==> config.mk <==
export PLATFORM = sky130hd
export DESIGN_NAME = tub_scan_driver
export DESIGN_NICKNAME = d
export VERILOG_FILES = /design/src/rtl/tub_scan_driver.sv
export SDC_FILE = /design/constraint.sdc
export NUM_CORES = 1
export LEC_CHECK = 0
export ABC_AREA = 1
export ABC_CLOCK_PERIOD_IN_PS = 4000
export BUFFER_PORTS_ARGS = -buffer_cell sky130_fd_sc_hd__clkbuf_2
export CORE_MARGIN = 4
export CORE_UTILIZATION = 40
export DETAILED_ROUTE_END_ITERATION = 8
export PLACE_DENSITY_LB_ADDON = 0.25
export SLEW_MARGIN = 10
export SYNTH_ARGS = -nofsm -noshare
export SYNTH_HDL_FRONTEND = slang
export SYNTH_SLANG_ARGS = --single-unit
==> constraint.sdc <==
create_clock -name clk -period 4 [get_ports clk]
set_input_delay 0.2 -clock clk [delete_from_list [all_inputs] [get_ports clk]]
set_output_delay 0.2 -clock clk [all_outputs]
set_load 0.02 [all_outputs]
==> src/rtl/tub_scan_driver.sv <==
// tub_scan_driver: multiplexed tube scanner with shadow/active buffers and frame-boundary commit; blink option via TUB_SCAN_BLINK_EN
module tub_scan_driver #(
  parameter int DIGITS       = 8,
  parameter int CLK_DIV      = 100000,
  parameter int BLANK_CYCLES = 16
) (
  input  logic       clk,
  input  logic       rst,
  input  logic       wr_valid,
  output logic       wr_ready,
  input  logic [2:0] wr_digit,
  input  logic [7:0] wr_seg,
  input  logic       wr_commit,
  input  logic [7:0] digit_en,
`ifdef TUB_SCAN_BLINK_EN
  input  logic [7:0] blink_mask,
`endif
  output logic [7:0] tub_sel,
  output logic [7:0] tub_control,
  output logic       frame_done
);
  localparam int CW = $clog2((CLK_DIV > BLANK_CYCLES ? CLK_DIV : BLANK_CYCLES) + 1);
  localparam logic [CW-1:0] SHOW_N  = CW'(CLK_DIV);
  localparam logic [CW-1:0] BLANK_N = CW'(BLANK_CYCLES);
  localparam logic [CW-1:0] ONE     = CW'(1);
  localparam logic [2:0]    LAST    = 3'(DIGITS - 1);
  localparam logic [3:0]    NDIG    = 4'(DIGITS);
  typedef enum logic [1:0] {SHOW, BLANK, SWAP} state_t;
  state_t state, state_n;
  logic [CW-1:0] cnt, cnt_n;
  logic [2:0] d, d_n;
  logic pending, swap, lit, fd_n;
  logic [7:0] nxt_seg;
  logic [7:0] shadow [8];
  logic [7:0] active [8];
  assign wr_ready = rst | ~pending;
  // cnt holds the number of cycles already spent in the state, so reset (cnt=0 in SHOW) gives digit 0 a full slot
  always_comb begin
    state_n = state;
    cnt_n   = cnt + ONE;
    d_n     = d;
    swap    = 1'b0;
    if (state == SHOW && cnt == SHOW_N) begin
      state_n = BLANK;
      cnt_n   = ONE;
    end else if (state == BLANK && cnt == BLANK_N) begin
      state_n = (d == LAST && pending) ? SWAP : SHOW;
      cnt_n   = ONE;
      d_n     = (d == LAST) ? '0 : d + 3'd1;
    end else if (state == SWAP) begin
      state_n = SHOW;
      cnt_n   = ONE;
      d_n     = '0;
      swap    = 1'b1;
    end
  end
  assign fd_n    = state_n == BLANK && cnt_n == BLANK_N && d_n == LAST;
  assign nxt_seg = swap ? shadow[d_n] : active[d_n];
`ifdef TUB_SCAN_BLINK_EN
  logic [5:0] frame_cnt;
  always_ff @(posedge clk)
    if (rst) frame_cnt <= '0;
    else if (fd_n) frame_cnt <= frame_cnt + 6'd1;
  assign lit = state_n == SHOW && digit_en[d_n] && !(frame_cnt[5] && blink_mask[d_n]);
`else
  assign lit = state_n == SHOW && digit_en[d_n];
`endif
  always_ff @(posedge clk) begin
    if (rst) begin
      state       <= SHOW;
      cnt         <= '0;
      d           <= '0;
      pending     <= 1'b0;
      tub_sel     <= '0;
      tub_control <= '0;
      frame_done  <= 1'b0;
    end else begin
      state       <= state_n;
      cnt         <= cnt_n;
      d           <= d_n;
      pending     <= swap ? 1'b0 : (pending | wr_commit);
      tub_sel     <= lit ? 8'b1 << d_n : '0;
      tub_control <= lit ? nxt_seg : '0;
      frame_done  <= fd_n;
    end
  end
  // active only changes on the SWAP exit edge, when every tube has been dark for a cycle
  always_ff @(posedge clk) begin
    if (rst) begin
      for (int i = 0; i < 8; i++) begin
        shadow[i] <= '0;
        active[i] <= '0;
      end
    end else begin
      if (swap)
        for (int i = 0; i < 8; i++) active[i] <= shadow[i];
      if (wr_valid && !pending && {1'b0, wr_digit} < NDIG) shadow[wr_digit] <= wr_seg;
    end
  end
endmodule

[Word-level counts from Yosys, hierarchy flattened]
Memory sizes are Yosys's and may differ from the RTL's.
Index checks and enable logic that the tools add are counted.
Word-level totals
  bits in registers: 40
  RAM bits: 128
  input bits: 23
  memories kept: 2
  logic and storage cells: 82
  output and inout bits: 18
Operators by class
  $add $sub $neg: 2
  bitwise operators: 12
  reductions and logical operators: 13
  mux-type cells: 36
  order comparisons: 1
  equality and inequality tests: 8
  shift-type cells: 1
Memory list
  active: words 8, bits a word 8, read ports 1, clocked after Yosys merged registers in 0, wr ports 8, line 35  | logic [7:0] active [8];
  shadow: words 8, bits a word 8, read ports 9, clocked after Yosys merged registers in 0, wr ports 8, line 34  | logic [7:0] shadow [8];
Operator list (number)
  $mux 8: 10
  $mux 17: 3
  $eq 17x5->1 const B: 2
  $add 17x1->17 const B: 1
  $eq 17x17->1 const B: 1
  $mux 3: 5
  $mux 1: 13
  $or 1x1->1: 10
  $mux 2: 4
  $reduce_or 8->1: 1
  $shl 1x3->8 const A: 1
  $logic_and 1x1->1: 7
  $eq 3x3->1 const B: 2
  $eq 2x1->1 const B: 2
  $logic_not 2->1: 2
  $lt 3x4->1 const B: 1
  $reduce_or 2->1: 2
  $add 3x1->3 const B: 1
  $bmux 1 s3: 1
  $eq 2x2->1 const B: 1
  $not 1->1: 2
  $logic_not 1->1: 1

[Depth between registers and ports, before layout]
  depth in word-level cells: 9
  depth in mapped cells: 16
  mapped depth without buffers: 15

[Worst setup path before layout]
Ideal clock, no wire load.
  path type: register to register
  start: register state[1]
  end: memory active[0][0] (enable)
  cell stages (with the launch flop): 6
  buffers on the path: 1
  data arrival time: 1.912 ns
  period minus slack after synthesis: 2.607 ns
  data required time: 3.305 ns
  path slack: 1.393 ns
  setup time: 0.695 ns
  cells stage by stage: dfxtp_1 inv_1 nor2_1 inv_1 clkbuf_1 nand2_1
RTL lines
  start, declared: line 29  | state_t state, state_n;
  start signal, assigned: line 78  | state <= state_n;
  end, declared: line 35

[Worst setup path in the final report]
  start: register d[0]
  end: register tub_control[3]
On the way
  cells in the longest elaborated chain, start to end: 9
  elaborated cells between the ends (all ways): 19
  classes of those cells: add/sub (1); eq/ne (1); mux (10); bitwise (1); reduce/logical (4); memory (2)
Ends and longest elaborated chain
  start, declared: line 31  | logic [2:0] d, d_n;
  start signal, assigned: line 80  | d <= d_n;
  $add 3x1->3 or $eq 3x3->1 (tied branches): line 49, 47
  $mux 3 or $logic_and 1x1->1 (tied branches): line 49, 47
  $mux 3 or $mux 2 (tied branches): line 46, 47
  $mux 3 or $mux 2 (tied branches): line 43, 46
  $bmux 1 s3 or $mux 2 (tied branches): line 66, 43
  $mux 1 (implied by the code) or $logic_not 2->1 (tied branches): line 66  | assign lit = state_n == SHOW && digit_en[d_n];
  $logic_and 1x1->1: line 66
  $not 1->1 (no source line)
  $reduce_or 2->1 (no source line)
  end signal, assigned: line 83  | tub_control <= lit ? nxt_seg : '0;
  end, declared: line 19  | output logic [7:0] tub_control,
Several ways; a longest one is shown, not always the timed one. The select of a mux whose other input is x is not followed.
A chain may end at the register's enable or synchronous reset.

==> key figures <==
Floorplan
  – FP Rows: 50
  – Core Area: roughly 19000 sq um
  – Die span in x: approximately 150 um
  – Die area: ~22000 sq um
  – Ports: just over 40
  – Die Span Y: 147 um
  – Starting density of the core: about two fifths

Synthesis
  – Count leader, synth: nand2_1
  – Sequential area share after synthesis: 60.0%
  – Post-Syn Area: 7740 sq um
  – Ys async rst share: 0%
  – Ys Warns: 0
  – Synth Net Count: about 910
  – Synth Instances: between 800 and 900
  – Synthesized flop and latch total: 168
  – Post-synth cell types: 33
  – Number of flops mapped to enable cells by yosys: approximately 130
  – Most instantiated cells after synthesis: nand2_1 (212), nor2_1 (190), edfxtp_1 (128), inv_1 (110), nand3_1 (80)
  – Area leader, netlist: edfxtp_1
  – Mapped Avg Cell Area: 8.79 sq um
  – Ranking of synthesized cells by area: edfxtp_1 (50%), dfxtp_1 (10%), nand2_1 (10%), nor2_1 (9.2%), inv_1 (5.3%)
  – Yosys top cell area share: 49.7%
  – Ys flop type: edfxtp_1

GRT
  – Initial antenna violation count: 0
  – Largest net degree at the start of global routing: between 70 and 80
  – First-pass GRT wire length: ~28000 um
  – GRT Total Usage: ~17%
  – Remaining global-route overflow: 0
  – Number of global-route vias before repair: between 5000 and 6000

STA
  – Setup TNS: 0 ns
  – Final Critical Period: ~2.9 ns
  – Worst relative slew slack: 46.3%
  – Final hold vios: 0
  – Layout Skew: about 0.013 ns
  – RSZ-0062 raised after global routing: false
  – Slew Viols, Final: 0
  – Tightest Pin Transition: approximately 0.8 ns
  – Worst Slack Setup Final: between 1 and 1.5 ns
  – Final Cycle Share: a little under three quarters
  – Final setup viols: 0
  – Max Freq: about 350 MHz

Worst setup path
  – Register-to-Register Path Depth: 13
  – FF-to-FF Start: d[0]
  – Critical path fanouts, max: 72
  – Worst Path Required: about 4.4 ns
  – Worst Setup Path Type: flop to flop
  – Startpoint types: flop
  – Endpoint class of the critical path: flop
  – Reg2Reg Setup Slack: between 1 and 1.5 ns
  – CP Data Arrival Time: between 3 and 4 ns
  – Worst reg2reg endpoint: tub_control[3]

Final layout
  – Final Cell Area: between 8000 and 9000 sq um
  – Storage cell area: around 4600 sq um
  – Multi-input gate area: around 2500 sq um
  – Fin nets: 937
  – Share of cells above drive strength 1: under 10%
  – Antenna cells: 0
  – Area delta synth->final: 12.7%
  – Fill cells: around 1900

Min path
  – Worst Hold Path Cells: 3
  – Worst hold endpoint: pending
  – Min-delay src: wr_commit
  – Hold Path Class: input port to flop

Detailed routing
  – DR pass1 iterations: 5
  – Antenna viol nets, final: 0
  – DR WL/cell: 14.6 um
  – Vias after detailed routing: 5568
  – Wirelength, routed: around 17000 um
  – Via density: between 4 and 5
  – DR DRC count: 0
  – Iter 0 DRT Violations: just over 400

Placement
  – Final HPWL DP: ~12000 um
  – Dpl ws: about 1.1 ns
  – Area post-placement: 8120 sq um
  – Placer Congestion: ~0.85
  – IO Port Bufs: 40

Clock network
  – Hold Buf Count CTS: 0
  – Post-CTS Setup Inserts: 0
  – Clk_lat worst skew: 0.44 ns
  – CTS tree: yes
  – TritonCTS buffer count: 17
  – Clock transition at path regs: ~0.070 ns
  – CTS resizes: 0
  – H-tree Lvls: 4
  – CTS max path bufs: 2
  – Clock root cell: clkbuf_16
  – Clock sink count: approximately 170

Power
  – Pwr dens: approximately 430 nW/um^2
  – Leak pwr: 3.80 nW
  – Peak VDD IR: about 0.00024 V

Flow run
  – Maxcap violations: 0

Status
  – Outcome: complete, no violations
[metrics by stage]
step | total power, mW | std cells | util [%] | hold WS [ns]
floorplan | 2.09 | 880 | - | 0.329
global route | 3.92 | 1182 | 46.1 | 0.0585
detailed placement | 2.15 | 1150 | 43.0 | 0.449
global placement | 2.15 | 1150 | 43.0 | 0.458
finish | 3.79 | 1182 | 46.1 | 0.0125
CTS | 3.82 | 1182 | 46.1 | 0.00594
[sequential cells by signal, summed over array words and instances (netlist names)]
name / flops
tub_sel: 8
tub_control: 8
state: 2
frame_done: 1
cnt: 17
d: 3
shadow: 64
active: 64
pending: 1
[where the power goes]
part           switching (mW)  total (mW)  internal [mW]  leakage (nW)
registers              0.0258        1.96           1.93          1.64
clock network           0.729        1.68          0.948         0.299
logic                   0.113       0.155         0.0419          1.86
[layout by cell type (no fill, tap or decap), types with 2 or more instances in the layout]
cell type / count
nor2_1: 190
nor3_1: 7
xor2_1: 9
bufinv_16: 2
o21ai_1: 10
nand3_1: 80
inv_8: 5
nor2_2: 2
buf_4: 5
inv_2: 3
clkbuf_16: 17
inv_6: 5
nand3b_1: 4
clkinv_2: 2
o21ai_0: 15
nand2_1: 211
nand4_1: 7
dfxtp_1: 40
inv_1: 110
clkbuf_2: 40
nor4_1: 2
ha_1: 5
edfxtp_1: 128
nand2_2: 3
a21oi_1: 8
[kinds of logic (layout without fill, tap and decap cells)]
family          after synthesis  after routing  synth area share [%]
compound gates               36             36                  2.44
xor+xnor                     10             10                  1.13
fa+ha+maj                     5              5                 0.809
buf+inv                     149            191                  8.15
flops                       168            168                  60.0
simple gates                512            512                  27.4
[metal layers]
layer | wire [um] | global-route usage, %
met5 | 0 | 0
met4 | 243 | 5.08
met3 | 748 | 3.12
met2 | 7610 | 25.3
met1 | 8620 | 24.4
[worst max-delay path, stage by stage, from the launching register on]
cell and delay [ns]:
dfxtp_1 0.32, ha_1 0.20, ha_1 0.18, or2_2 0.27
nand4_1 0.09, buf_4 0.39, nand2_4 0.50, nand2_1 0.18
nand2_1 0.07, nand2_1 0.05, nand2_1 0.05, nand2_1 0.10
nand3_2 0.20, a21oi_1 0.19
[final cells by class]
| class | instances | area share (%) |
|---|---|---|
| Clock inverter | 15 | 2.04 |
| Timing Repair Buffer | 46 | 2.96 |
| Multi-Input combinational cell | 563 | 28.3 |
| Tap cell | 260 | 3.73 |
| Clock buffer | 17 | 4.88 |
| Inverter | 113 | 4.87 |
| Sequential cell | 168 | 53.3 |
[worst max path at each step]
stage,from,to,depth (start not counted)
after floorplan,state[1],active[0][0],5
after global placement,d[0],tub_control[0],13
after detailed placement,d[0],tub_control[3],13
after CTS,d[0],tub_control[3],13
after global routing,cnt[0],tub_control[1],16
final,d[0],tub_control[3],13
Note: power is estimated with default switching activity, not from simulation.
